**config.mk**
```make
export PLATFORM = sky130hd
export DESIGN_NAME = wb_rr_arbiter
export DESIGN_NICKNAME = d
export VERILOG_FILES = /design/src/rtl/wb_rr_arbiter.sv
export SDC_FILE = /design/constraint.sdc
export NUM_CORES = 1
export LEC_CHECK = 0
export BUFFER_PORTS_ARGS = -buffer_cell sky130_fd_sc_hd__clkbuf_2
export CAP_MARGIN = 30
export CORE_AREA = 2 2 119 121
export CTS_CLUSTER_SIZE = 14
export DETAILED_ROUTE_END_ITERATION = 12
export DIE_AREA = 0 0 121 123
export PLACE_DENSITY = 0.53
export SLEW_MARGIN = 40
export SYNTH_ARGS = -nofsm -noshare
export SYNTH_HDL_FRONTEND = slang
export SYNTH_SLANG_ARGS = --single-unit
```
**constraint.sdc**
```tcl
create_clock -name wb_clk -period 2 [get_ports wb_clk]
set_input_delay 0.1 -clock wb_clk [delete_from_list [all_inputs] [get_ports wb_clk]]
set_output_delay 0.1 -clock wb_clk [all_outputs]
set_load 0.05 [all_outputs]
```
**src/rtl/wb_rr_arbiter.sv**
```systemverilog
// Two-master round-robin Wishbone B3 arbiter with a registered grant held for a whole bus cycle.
// Define WB_ARB_TIMEOUT_EN to add a stalled-strobe watchdog that errors the owner and drops the bus.
module wb_rr_arbiter #(
    parameter int unsigned aw      = 32,
    parameter int unsigned dw      = 32,
    parameter int unsigned timeout = 255
) (
    input  logic              wb_clk,
    input  logic              wb_rst,
    input  logic [2*aw-1:0]   wbm_adr_i,
    input  logic [2*dw-1:0]   wbm_dat_i,
    input  logic [2*dw/8-1:0] wbm_sel_i,
    input  logic [1:0]        wbm_we_i,
    input  logic [1:0]        wbm_cyc_i,
    input  logic [1:0]        wbm_stb_i,
    input  logic [5:0]        wbm_cti_i,
    input  logic [3:0]        wbm_bte_i,
    output logic [dw-1:0]     wbm_dat_o,
    output logic [1:0]        wbm_ack_o,
    output logic [1:0]        wbm_err_o,
    output logic [1:0]        wbm_rty_o,
    output logic [aw-1:0]     wbs_adr_o,
    output logic [dw-1:0]     wbs_dat_o,
    output logic [dw/8-1:0]   wbs_sel_o,
    output logic              wbs_we_o,
    output logic              wbs_cyc_o,
    output logic              wbs_stb_o,
    output logic [2:0]        wbs_cti_o,
    output logic [1:0]        wbs_bte_o,
    input  logic [dw-1:0]     wbs_dat_i,
    input  logic              wbs_ack_i,
    input  logic              wbs_err_i,
    input  logic              wbs_rty_i,
    output logic [1:0]        grant_o
);

    localparam int unsigned sw = dw / 8;

    typedef enum logic [1:0] {StIdle, StOwn0, StOwn1} state_t;

    state_t state_q, state_d;
    logic   ptr_q, ptr_d;
    logic   owned, sel1;
    logic   stb_raw, cyc_raw, resp;
    logic   kill, to_err;

    always_ff @(posedge wb_clk or posedge wb_rst) begin
        if (wb_rst) begin
            state_q <= StIdle;
            ptr_q   <= 1'b0;
        end else begin
            state_q <= state_d;
            ptr_q   <= ptr_d;
        end
    end

    // Release always passes through idle, giving one turnaround clock between owners.
    always_comb begin
        state_d = state_q;
        ptr_d   = ptr_q;
        unique case (state_q)
            StIdle: begin
                if (wbm_cyc_i[0] && (!wbm_cyc_i[1] || !ptr_q)) begin
                    state_d = StOwn0;
                end else if (wbm_cyc_i[1]) begin
                    state_d = StOwn1;
                end
            end
            StOwn0: begin
                if (!wbm_cyc_i[0]) begin
                    state_d = StIdle;
                    ptr_d   = 1'b1;
                end
            end
            StOwn1: begin
                if (!wbm_cyc_i[1]) begin
                    state_d = StIdle;
                    ptr_d   = 1'b0;
                end
            end
            default: state_d = StIdle;
        endcase
    end

    assign grant_o = {state_q == StOwn1, state_q == StOwn0};
    assign owned   = (state_q != StIdle);
    assign sel1    = (state_q == StOwn1);
    assign resp    = wbs_ack_i | wbs_err_i | wbs_rty_i;
    assign cyc_raw = owned & (sel1 ? wbm_cyc_i[1] : wbm_cyc_i[0]);
    assign stb_raw = owned & (sel1 ? wbm_stb_i[1] : wbm_stb_i[0]);

    always_comb begin
        wbs_adr_o = '0;
        wbs_dat_o = '0;
        wbs_sel_o = '0;
        wbs_we_o  = 1'b0;
        wbs_cti_o = 3'b000;
        wbs_bte_o = 2'b00;
        if (owned) begin
            wbs_adr_o = sel1 ? wbm_adr_i[aw +: aw] : wbm_adr_i[0 +: aw];
            wbs_dat_o = sel1 ? wbm_dat_i[dw +: dw] : wbm_dat_i[0 +: dw];
            wbs_sel_o = sel1 ? wbm_sel_i[sw +: sw] : wbm_sel_i[0 +: sw];
            wbs_we_o  = sel1 ? wbm_we_i[1] : wbm_we_i[0];
            wbs_cti_o = sel1 ? wbm_cti_i[5:3] : wbm_cti_i[2:0];
            wbs_bte_o = sel1 ? wbm_bte_i[3:2] : wbm_bte_i[1:0];
        end
    end

    assign wbs_cyc_o = cyc_raw & ~kill;
    assign wbs_stb_o = stb_raw & ~kill;
    assign wbm_dat_o = wbs_dat_i;
    assign wbm_ack_o = grant_o & {2{wbs_ack_i}};
    assign wbm_err_o = grant_o & {2{wbs_err_i | to_err}};
    assign wbm_rty_o = grant_o & {2{wbs_rty_i}};

`ifdef WB_ARB_TIMEOUT_EN
    localparam int unsigned cw = $clog2(timeout + 1);

    logic [cw-1:0] cnt_q, cnt_d;
    logic          to_q, to_d;
    logic          fire;

    // A slave response in the expiry clock suppresses the timeout.
    assign fire   = stb_raw && (cnt_q == cw'(timeout)) && !to_q && !resp;
    assign kill   = to_q | fire;
    assign to_err = fire;

    always_comb begin
        cnt_d = cnt_q;
        to_d  = to_q;
        if (!owned) begin
            cnt_d = '0;
            to_d  = 1'b0;
        end else begin
            if (resp) begin
                cnt_d = '0;
            end else if (stb_raw && (cnt_q != cw'(timeout))) begin
                cnt_d = cnt_q + cw'(1);
            end
            if (fire) begin
                to_d = 1'b1;
            end
        end
    end

    always_ff @(posedge wb_clk or posedge wb_rst) begin
        if (wb_rst) begin
            cnt_q <= '0;
            to_q  <= 1'b0;
        end else begin
            cnt_q <= cnt_d;
            to_q  <= to_d;
        end
    end
`else
    assign kill   = 1'b0;
    assign to_err = 1'b0;
`endif

endmodule
```
==> key figures <==
Synthesis
  – Synth top area share: 52.48%
  – Synthesis Warnings: 0
  – Post-Syn Area: 1285 sq um
  – Synth area leaders: a22o_1 (52%), buf_4 (19%), buf_8 (11%)
  – Cell variety after synth: 16
  – Avg Inst Size Synth: 8.801 sq um
  – Yosys reg bits: 3
  – Post-Syn Nets: 335
  – Post-synthesis sequential area ratio: 5.842%
  – Cell count after synthesis: 146
  – Yosys top cell by area: a22o_1

Global route
  – First-pass GRT wire length: 8.411 mm
  – Aggregate global-route resource usage: 7.320%
  – Largest net degree at the start of global routing: between 60 and 70
  – Total grt overflow: 0
  – Vias in the first global route: 1628
  – Initial antenna violation count: 0

STA
  – Setup Skew: about 0.76 ps
  – Endpoints failing hold: 0
  – Final Critical Period: roughly 1700 ps
  – Setup_tns: 0 ps
  – Slew margin rel.: approximately 69%
  – Max-slew violation count: 0
  – Fmax: 605.6 MHz
  – RSZ-0062 raised after global routing: no
  – Final Setup Violations: 0
  – Slew @ Worst Pin: between 400 and 500 ps
  – Period utilisation layout: 82.56%

Final layout
  – Post-Layout Cell Count: ~520
  – Synth-to-layout area growth: 110.9%
  – # nets final: 534
  – Diodes inserted: 0
  – Layout Cell Area excl Fill: 2710 sq um
  – Most frequent cells in the layout: clkbuf_2 (220), a22o_1 (77), buf_12 (21)
  – Most common cell after layout, fill and taps aside: clkbuf_2
  – Share of post-route cells with drive strength above 1: 72.38%

Placed design
  – Port Buffers: 240
  – Placed Cells: 519
  – Global placement routability congestion: 0.7382
  – Hpwl dp: between 5 and 6 mm
  – Area after DPL: 2621 sq um

Clock tree
  – Root Driver: clkbuf_16
  – CTS tree: built
  – Post-CTS Resized: 0
  – Clock Sink Count: 3
  – Worst-Skew Late Latency: about 220 ps
  – Htree depth: 1
  – Postcts setup bufs: 0
  – TritonCTS Buffers: 3
  – Max Buffers Root-to-Sink: 2
  – Hold buffers post-CTS: 1
  – Worst-path clk slew: 30 ps

Setup path
  – Worst-path maximum fanout: 34
  – Worst endpoint required time: between 1500 and 2000 ps
  – Slowest stage delay, CP: around 380 ps
  – CP Cell Sequence: buf_4 -> and2b_1 -> and2_1 -> clkbuf_2
  – Critical Path Start Type: flip-flop
  – Crit Path Category: reg2out
  – CP Buf/Inv Count: 2
  – Crit end category: primary output
  – Slowest-stage cell, CP: dfrtp_2
  – CP top delay family: buffers and inverters
  – Worst Path Arrival: 1550 ps

Power and ir drop
  – Psw: 1.803 mW
  – Switching part of the total: between 60% and 70%
  – Tot Pwr: 3.002 mW
  – Peak supply drop: about 270 uV
  – Reg power frac: 3.3%
  – PD cells: 1108 nW/um^2
  – Clk network pwr share: 10.5%
  – Internal cell power: 1.199 mW
  – Leak: 1.544 nW
  – Combinational share of power: 86.2%

Worst hold path
  – Tightest Hold Check Type: in2reg

Floorplan
  – I/O Pins: 305
  – Core ar.: 13610 sq um
  – Die X: 121 um
  – Starting Density: 9.440%
  – DIE AREA: ~15000 sq um
  – Row Count: 43
  – Die Span Y: approximately 120 um

Outcome
  – Status: complete, no violations

Routing
  – Drt wl/cell: around 13 um
  – Drt pass-1 iters: 4
  – Final antenna-violating net count: 0
  – Routed WL: 6.801 mm
  – Via density: 3.748
  – Initial drt markers: 27
  – Total number of vias: 1964
  – DRC: 0

Job
  – Max-Cap Viols: 0
-- per-layer routing --
| layer | wire length (um) | vias to the layer above | global-route usage (%) |
|---|---|---|---|
| li1 | - | 940 | - |
| met1 | 2512 | 841 | 8.377 |
| met2 | 3437 | 173 | 14.04 |
| met3 | 760 | 10 | 1.015 |
| met4 | 91 | 0 | 2.108 |
| met5 | 0 | - | 0 |
-- per-stage QoR --
step           setup slack [ps]  hold WS [ps]  util, %
4_1_cts                   328.7         157.8    19.91
6_report                  348.8         163.3    19.91
3_5_place_dp              563.1        -38.52    19.26
2_1_floorplan             501.1        -146.4        -
5_1_grt                   257.2         164.2    19.91
3_3_place_gp              569.8        -41.89    19.26
-- final timing paths --
path                       depth (start not counted)  slack [ps]    startpoint            to
max                                                4         350    state_q[0]  wbm_err_o[0]
min reg2reg                                        1         490         ptr_q    state_q[0]
min                                                3         160  wbm_cyc_i[0]    state_q[0]
min in group asynchronous                          3         320        wb_rst    state_q[1]
max reg2reg                                        3         840    state_q[0]    state_q[0]
max in group asynchronous                          3        1530        wb_rst    state_q[0]
-- sequential cells by signal (all words and copies together) (netlist names) --
| register | cells |
|---|---|
| state_q | 2 |
| ptr_q | 1 |
-- power by group through the flow --
| stage | registers, mW | clock network, mW | logic [mW] |
|---|---|---|---|
| global route | 0.101 | 0.327 | 2.70 |
| detailed placement | 0.0995 | 0 | 2.60 |
| finish | 0.0989 | 0.315 | 2.59 |
| floorplan | 0.0918 | 0 | 2.02 |
| CTS | 0.0988 | 0.320 | 2.61 |
| global placement | 0.0995 | 0 | 2.61 |
-- synthesized netlist by cell type --
library cell	instances
buf_8	9
o21a_1	1
buf_2	2
nor2b_4	1
nand2b_1	2
buf_6	2
a22o_1	77
buf_4	33
nor2b_1	1
clkbuf_1	5
and2_1	6
inv_1	1
dfrtp_1	3
a21oi_1	1
and2b_1	1
o21bai_1	1
-- cell type report --
| type | instances | area, sq um |
|---|---|---|
| clock buffer | 4 | 78.83 |
| fill | 1533 | 10900 |
| inverter | 1 | 3.754 |
| multi-input combinational | 91 | 772.0 |
| sequential | 3 | 76.32 |
| tap | 180 | 225.2 |
| timing repair buffer | 245 | 1554 |
-- kinds of logic after synthesis --
| logic type | synth area share, % |
|---|---|
| flip-flops | 5.842 |
| buffers and inverters | 34.08 |
| AND/OR/NAND/NOR | 6.037 |
| AO/OA/AOI/OAI | 54.04 |
-- worst register-to-register path, cell delays in order (launching register included) --
cell and delay (ps):
dfrtp_2 380, buf_4 390, nor2b_1 140, a21oi_1 170
No activity file was read; power rests on OpenSTA's default activity.
